File: src/rtl/serial_adder.sv
// Bit-serial adder: one full-adder cell plus a registered carry produces one
// sum bit per clock; {cout, sum} is registered and announced by a done pulse.
module serial_adder #(
    parameter int WIDTH = 4
) (
    input  logic             clk,
    input  logic             rst,
    input  logic             start,
    input  logic [WIDTH-1:0] a_in,
    input  logic [WIDTH-1:0] b_in,
    input  logic             c_in,
    output logic             busy,
    output logic             done,
    output logic [WIDTH-1:0] sum,
    output logic             cout
);

    localparam int CW = (WIDTH > 1) ? $clog2(WIDTH) : 1;
    localparam logic [CW-1:0] LAST_BIT = CW'(WIDTH - 1);

    typedef enum logic [1:0] {
        IDLE  = 2'd0,
        SHIFT = 2'd1,
        DONE  = 2'd2
    } state_t;

    state_t           state_reg;
    logic [WIDTH-1:0] a_reg;
    logic [WIDTH-1:0] b_reg;
    logic [WIDTH-1:0] part_reg;
    logic [WIDTH-1:0] sum_reg;
    logic [CW-1:0]    cnt_reg;
    logic             carry_reg;
    logic             cout_reg;
    logic             busy_reg;
    logic             done_reg;

    logic [WIDTH-1:0] a_next;
    logic [WIDTH-1:0] b_next;
    logic [WIDTH-1:0] part_next;
    logic             s_bit;
    logic             carry_next;
    logic             last_bit;

    // The single full-adder cell, always looking at the operand LSBs.
    assign s_bit      = a_reg[0] ^ b_reg[0] ^ carry_reg;
    assign carry_next = (a_reg[0] & b_reg[0]) | (a_reg[0] & carry_reg) | (b_reg[0] & carry_reg);
    assign last_bit   = (cnt_reg == LAST_BIT);

    // Operands shift toward the LSB; each new sum bit enters the partial MSB.
    generate
        for (genvar gi = 0; gi < WIDTH; gi++) begin : g_shift
            if (gi == WIDTH - 1) begin : g_top
                assign a_next[gi]    = 1'b0;
                assign b_next[gi]    = 1'b0;
                assign part_next[gi] = s_bit;
            end else begin : g_low
                assign a_next[gi]    = a_reg[gi+1];
                assign b_next[gi]    = b_reg[gi+1];
                assign part_next[gi] = part_reg[gi+1];
            end
        end
    endgenerate

    always_ff @(posedge clk) begin
        if (rst) begin
            state_reg <= IDLE;
            a_reg     <= '0;
            b_reg     <= '0;
            part_reg  <= '0;
            sum_reg   <= '0;
            cnt_reg   <= '0;
            carry_reg <= 1'b0;
            cout_reg  <= 1'b0;
            busy_reg  <= 1'b0;
            done_reg  <= 1'b0;
        end else begin
            case (state_reg)
                IDLE: begin
                    done_reg <= 1'b0;
                    if (start) begin
                        a_reg     <= a_in;
                        b_reg     <= b_in;
                        carry_reg <= c_in;
                        part_reg  <= '0;
                        cnt_reg   <= '0;
                        busy_reg  <= 1'b1;
                        state_reg <= SHIFT;
                    end
                end
                SHIFT: begin
                    a_reg     <= a_next;
                    b_reg     <= b_next;
                    part_reg  <= part_next;
                    carry_reg <= carry_next;
                    if (last_bit) begin
                        // Publish from the next-values so the final bit lands on this edge.
                        sum_reg   <= part_next;
                        cout_reg  <= carry_next;
                        busy_reg  <= 1'b0;
                        done_reg  <= 1'b1;
                        state_reg <= DONE;
                    end else begin
                        cnt_reg <= cnt_reg + 1'b1;
                    end
                end
                DONE: begin
                    done_reg  <= 1'b0;
                    state_reg <= IDLE;
                end
                default: begin
                    busy_reg  <= 1'b0;
                    done_reg  <= 1'b0;
                    state_reg <= IDLE;
                end
            endcase
        end
    end

    assign busy = busy_reg;
    assign done = done_reg;
    assign sum  = sum_reg;
    assign cout = cout_reg;

endmodule

File: config.mk
export PLATFORM = sky130hd
export DESIGN_NAME = serial_adder
export DESIGN_NICKNAME = d
export VERILOG_FILES = /design/src/rtl/serial_adder.sv
export SDC_FILE = /design/constraint.sdc
export NUM_CORES = 1
export LEC_CHECK = 0
export CORE_UTILIZATION = 45
export CTS_BUF_LIST = sky130_fd_sc_hd__clkbuf_8
export CTS_CLUSTER_DIAMETER = 150
export DETAILED_ROUTE_END_ITERATION = 7
export GPL_ROUTABILITY_DRIVEN = 0
export HOLD_SLACK_MARGIN = 0.08
export PLACE_DENSITY = 0.72
export SYNTH_ARGS = -nofsm -noshare
export SYNTH_HDL_FRONTEND = slang
export SYNTH_SLANG_ARGS = --single-unit
File: constraint.sdc
create_clock -name clk -period 1.3 [get_ports clk]
set_input_delay 0.39 -clock clk [delete_from_list [all_inputs] [get_ports clk]]
set_output_delay 0.39 -clock clk [all_outputs]
set_load 0.05 [all_outputs]
* Word level (Yosys, flattened, before mapping)
Cells that the tools add are included.
** Storage, ports and cells
- Flip-flop bits (word level) :: 24
- Output and inout port bits :: 7
** Operators by class
- Equality and inequality tests :: 6
- Muxes and demuxes :: 17
- $add $sub $neg :: 1
- Reductions and logical operators :: 8
- Bitwise operators :: 9
** Operators by type and width (number)
- $pmux 4 s2 :: 3
- $mux 4 :: 3
- $mux 2 :: 4
- $pmux 2 s2 :: 2
- $ne 2x2->1 const B :: 3
- $reduce_and 2->1 :: 3
- $reduce_and 3->1 :: 2
- $eq 2x2->1 const B :: 2
- $and 1x1->1 :: 3
- $mux 1 :: 3
- $pmux 1 s3 :: 1
- $add 2x1->2 const B :: 1
- $eq 2x1->1 const B :: 1
- $logic_not 2->1 :: 1
- $not 1->1 :: 2
- $or 1x1->1 :: 2
- $pmux 1 s2 :: 1
- $reduce_bool 2->1 :: 1
- $reduce_or 2->1 :: 1
- $xor 1x1->1 :: 2

* Longest topological paths before layout
- Depth after elaboration :: 4
- Depth in mapped cells :: 5
- Gate-level depth less buffers :: 4

* Worst setup path before layout
Ideal clock, no wire load.
- Kind :: reg2reg
- Start :: reg cnt_reg[0]
- End :: reg cnt_reg[1]
- Cell stages (with the launch flop) :: 6
- Period minus slack after synthesis :: 1.141 ns
- Path buffers :: 1
- Required time :: 1.176 ns
- Arrival :: 1.017 ns
- Slack :: 0.159 ns
- Path through :: dfxtp_1 > ha_1 > clkbuf_1 > nor2_1 > nand3_1 > a31oi_1
** Between the ends
- Longest elaborated chain between the ends :: 3
- Elaborated cells on any way between the ends :: 6
** Ends and longest elaborated chain
- start, declared :: line 32 : logic [CW-1:0] cnt_reg;
- start signal, assigned :: line 104 : cnt_reg <= cnt_reg + 1'b1;
- $add 2x1->2 / $eq 2x2->1 (equally long branches) :: line 104, 48
- $mux 2 / $ne 2x2->1 (equally long branches)
- $pmux 2 s2 / $reduce_and 3->1 (equally long branches)
Several ways; a longest one is shown, not always the timed one. The select of a mux whose other input is x is not followed.
A chain may end at the register's enable or synchronous reset.

* Worst setup path after layout
- Start :: reg busy_reg, in the netlist busy
- End :: out busy
** RTL lines
- start, declared :: line 35 : logic busy_reg;
- start signal, assigned :: line 75 : busy_reg <= 1'b0;
- start signal, assigned :: line 87 : busy_reg <= 1'b1;
- start signal, assigned :: line 100 : busy_reg <= 1'b0;
- end, declared :: line 12 : output logic busy,
No word-level cell between the ends.

==> results_dict.tcl <==
set metrics [dict create \
    status "finished clean" \
    synth_top_area_cell "dfxtp_1" \
    antenna_left 0 \
    io_buffers 18 \
    grt_pass1_vias 797 \
    syn_area_per_cell_um2 10.12 \
    r2r_start "state_reg[0]" \
    hold_path.class "flip-flop to flip-flop" \
    dp.cells 152 \
    dp_hpwl_um 1409 \
    core_area_mm2 0.002191 \
    nets 148 \
    synth.area.top_cells "dfxtp_1 (44%), a211oi_2 (8.4%), mux2i_1 (6.7%), nor2_1 (4.0%), a22oi_1 (3.6%)" \
    drtPass1Iterations 4 \
    cp_max_fo 3 \
    crit_path_end_kind "output pin" \
    power_density_mw_per_mm2 1028 \
    cp-start-kind "flip-flop" \
    whs_path_depth 2 \
    hold_ws_ns 0.4773 \
    fin_crit_ns 1.212 \
    netlist_instances 103 \
    synth_area_mm2 0.001042 \
    synth.top_cell.area_share_pct 44.18 \
    worstReg2RegEnd "a_reg[0]" \
    slew_viol_final 0 \
    drive_above_1_share_pct 29.32 \
    setup_tns_ns 0 \
    drt-total-wl_um 1851 \
    vias 829 \
    final_cells 161 \
    grt_pass1_wl_um 3125 \
    overflow 0 \
    slowest_stage "dfxtp_1" \
    p_leak_uw 0.0005564 \
    htree_levels 1 \
    path_buf_inv 1 \
    area_growth_pct 37.21 \
    worstPathCellList "buf_12" \
    grt_max_degree 14 \
    yosys_warnings 0 \
    grt_usage_pct 16.45 \
    critPathArrivalTime_ns 0.82 \
    drc 0 \
    path_class "flip-flop to output pin" \
    clock_path_buffers 2 \
    total_power_uw 1470 \
    cts.sinks 23 \
    cap_violations 0 \
    min_to "sum[0]" \
    rrSetupSlack_ns 0.10 \
    ioPinCount 19 \
    crit_required_ns 0.91 \
    synthAdderAreaFrac_pct 3.121 \
    fin_crit_sh_pct 93.24 \
    nFillCells 172 \
    startpoint "busy" \
    die_area_mm2 0.002513 \
    clk_latency_ns 0.26 \
    synth_simple_gate_area_share_pct 18.49 \
    cts_made_buffers 3 \
    antenna_found_initial 0 \
    finalHoldViolCount 0 \
    skew_ns 0.002297 \
    ctsRootBufferMaster "clkbuf_8" \
    tritoncts "done" \
    min_from "part_reg[1]" \
    crit_path_max_incr_delay_ns 0.41 \
    slew_headroom_pct 76.78 \
    die_w_um 50.13 \
    synth.lib_cells_used.distinct 26 \
    synthXorXnorAreaFrac_pct 0 \
    hold_buffers 0 \
    drtIter0Drc 14 \
    postLayoutCoreUtil_pct 65.28 \
    critical_path.top_delay_family "flip-flops" \
    rows 17 \
    vias_per_cell 5.149 \
    wl_per_cell_um 11.50 \
    ir_drop_mv 0.7195 \
    clk_pin_slew_ns 0.08 \
    synth-seq-cells 23 \
    synth_top_family_by_area "compound AO/OA/AOI/OAI gates" \
    diodes 0 \
    die_y_um 50.13 \
    synth_nets 117 \
    fmax_mhz 825.0 \
    start_util_pct 47.57 \
    setup_violations 0 \
    rsz0062_at_grt "false" \
    layout_commonest_cell "dfxtp_1" \
    worst-r2r-cell-count 3 \
    tightest_slew_ns 0.3478 \
    most-common-layout-cells "dfxtp_1 (23), buf_4 (15), nor2_1 (11)" \
    synth_compound_area_share_pct 20.65 \
    synth-seq-area-share_pct 44.18 \
    synth_mux_area_share_pct 6.723 \
]
where the power goes:
group	leakage (uW)	switching (uW)	internal [uW]
Sequential	0.000188	33.0	741
Clock	0.0000255	211	213
Combinational	0.000343	119	153
worst max path at each step:
stage | endpoint | slack [ns] | cells after the start
2_1_floorplan | cnt_reg[1] | 0.16 | 5
3_3_place_gp | a_reg[0] | -0.25 | 4
3_5_place_dp | a_reg[0] | -0.31 | 4
4_1_cts | a_reg[0] | 0.07 | 3
5_1_grt | busy | 0.02 | 4
6_report | busy | 0.09 | 1
layer usage:
layer	wire (um)	track usage [%]
met1	802	17.74
met2	988	30.00
met3	44	2.778
met4	16	8.571
met5	0	0
cell type report:
cell class	count	area [um2]	share of cell area [%]
multi-input combinational	73	526.8	36.83
timing repair buffer	33	361.6	25.28
clock inverter	1	5.005	0.3500
clock buffer	3	41.29	2.887
tap	28	35.03	2.450
sequential	23	460.4	32.20
through the flow:
stage	cell area, um2	setup slack, ns
5_1_grt	1430	0.01787
3_5_place_dp	1339	-0.3129
3_3_place_gp	1339	-0.2504
4_1_cts	1430	0.07159
6_report	1430	0.08794
2_1_floorplan	1042	0.1585
logic make-up (layout without fill, tap and decap cells):
kind of cell    after synthesis  after routing
compound gates               25             26
simple gates                 38             38
flops                        23             23
buf+inv                       8             37
fa+ha+maj                     2              2
mux                           7              7
synthesized netlist by cell type:
cell type	instances
nand2b_1	4
nand2_1	7
nor2b_1	1
buf_12	1
nand3b_1	1
mux2i_1	7
buf_2	2
a21oi_1	7
o21bai_2	1
nor2_1	11
buf_6	3
a21o_1	1
o21ba_4	1
dfxtp_1	23
fa_1	1
nor4b_1	1
a22oi_1	5
and3b_1	1
a31oi_1	2
clkbuf_1	2
ha_1	1
a211oi_2	7
nand3_1	7
a211oi_1	1
nor3b_1	2
nor2_2	3
timing repair:
item	4_1_cts	5_1_grt
endpoints found under the setup margin	4	0
setup buffers	4	0
resized for setup	2	0
No activity file was read; power rests on OpenSTA's default activity.
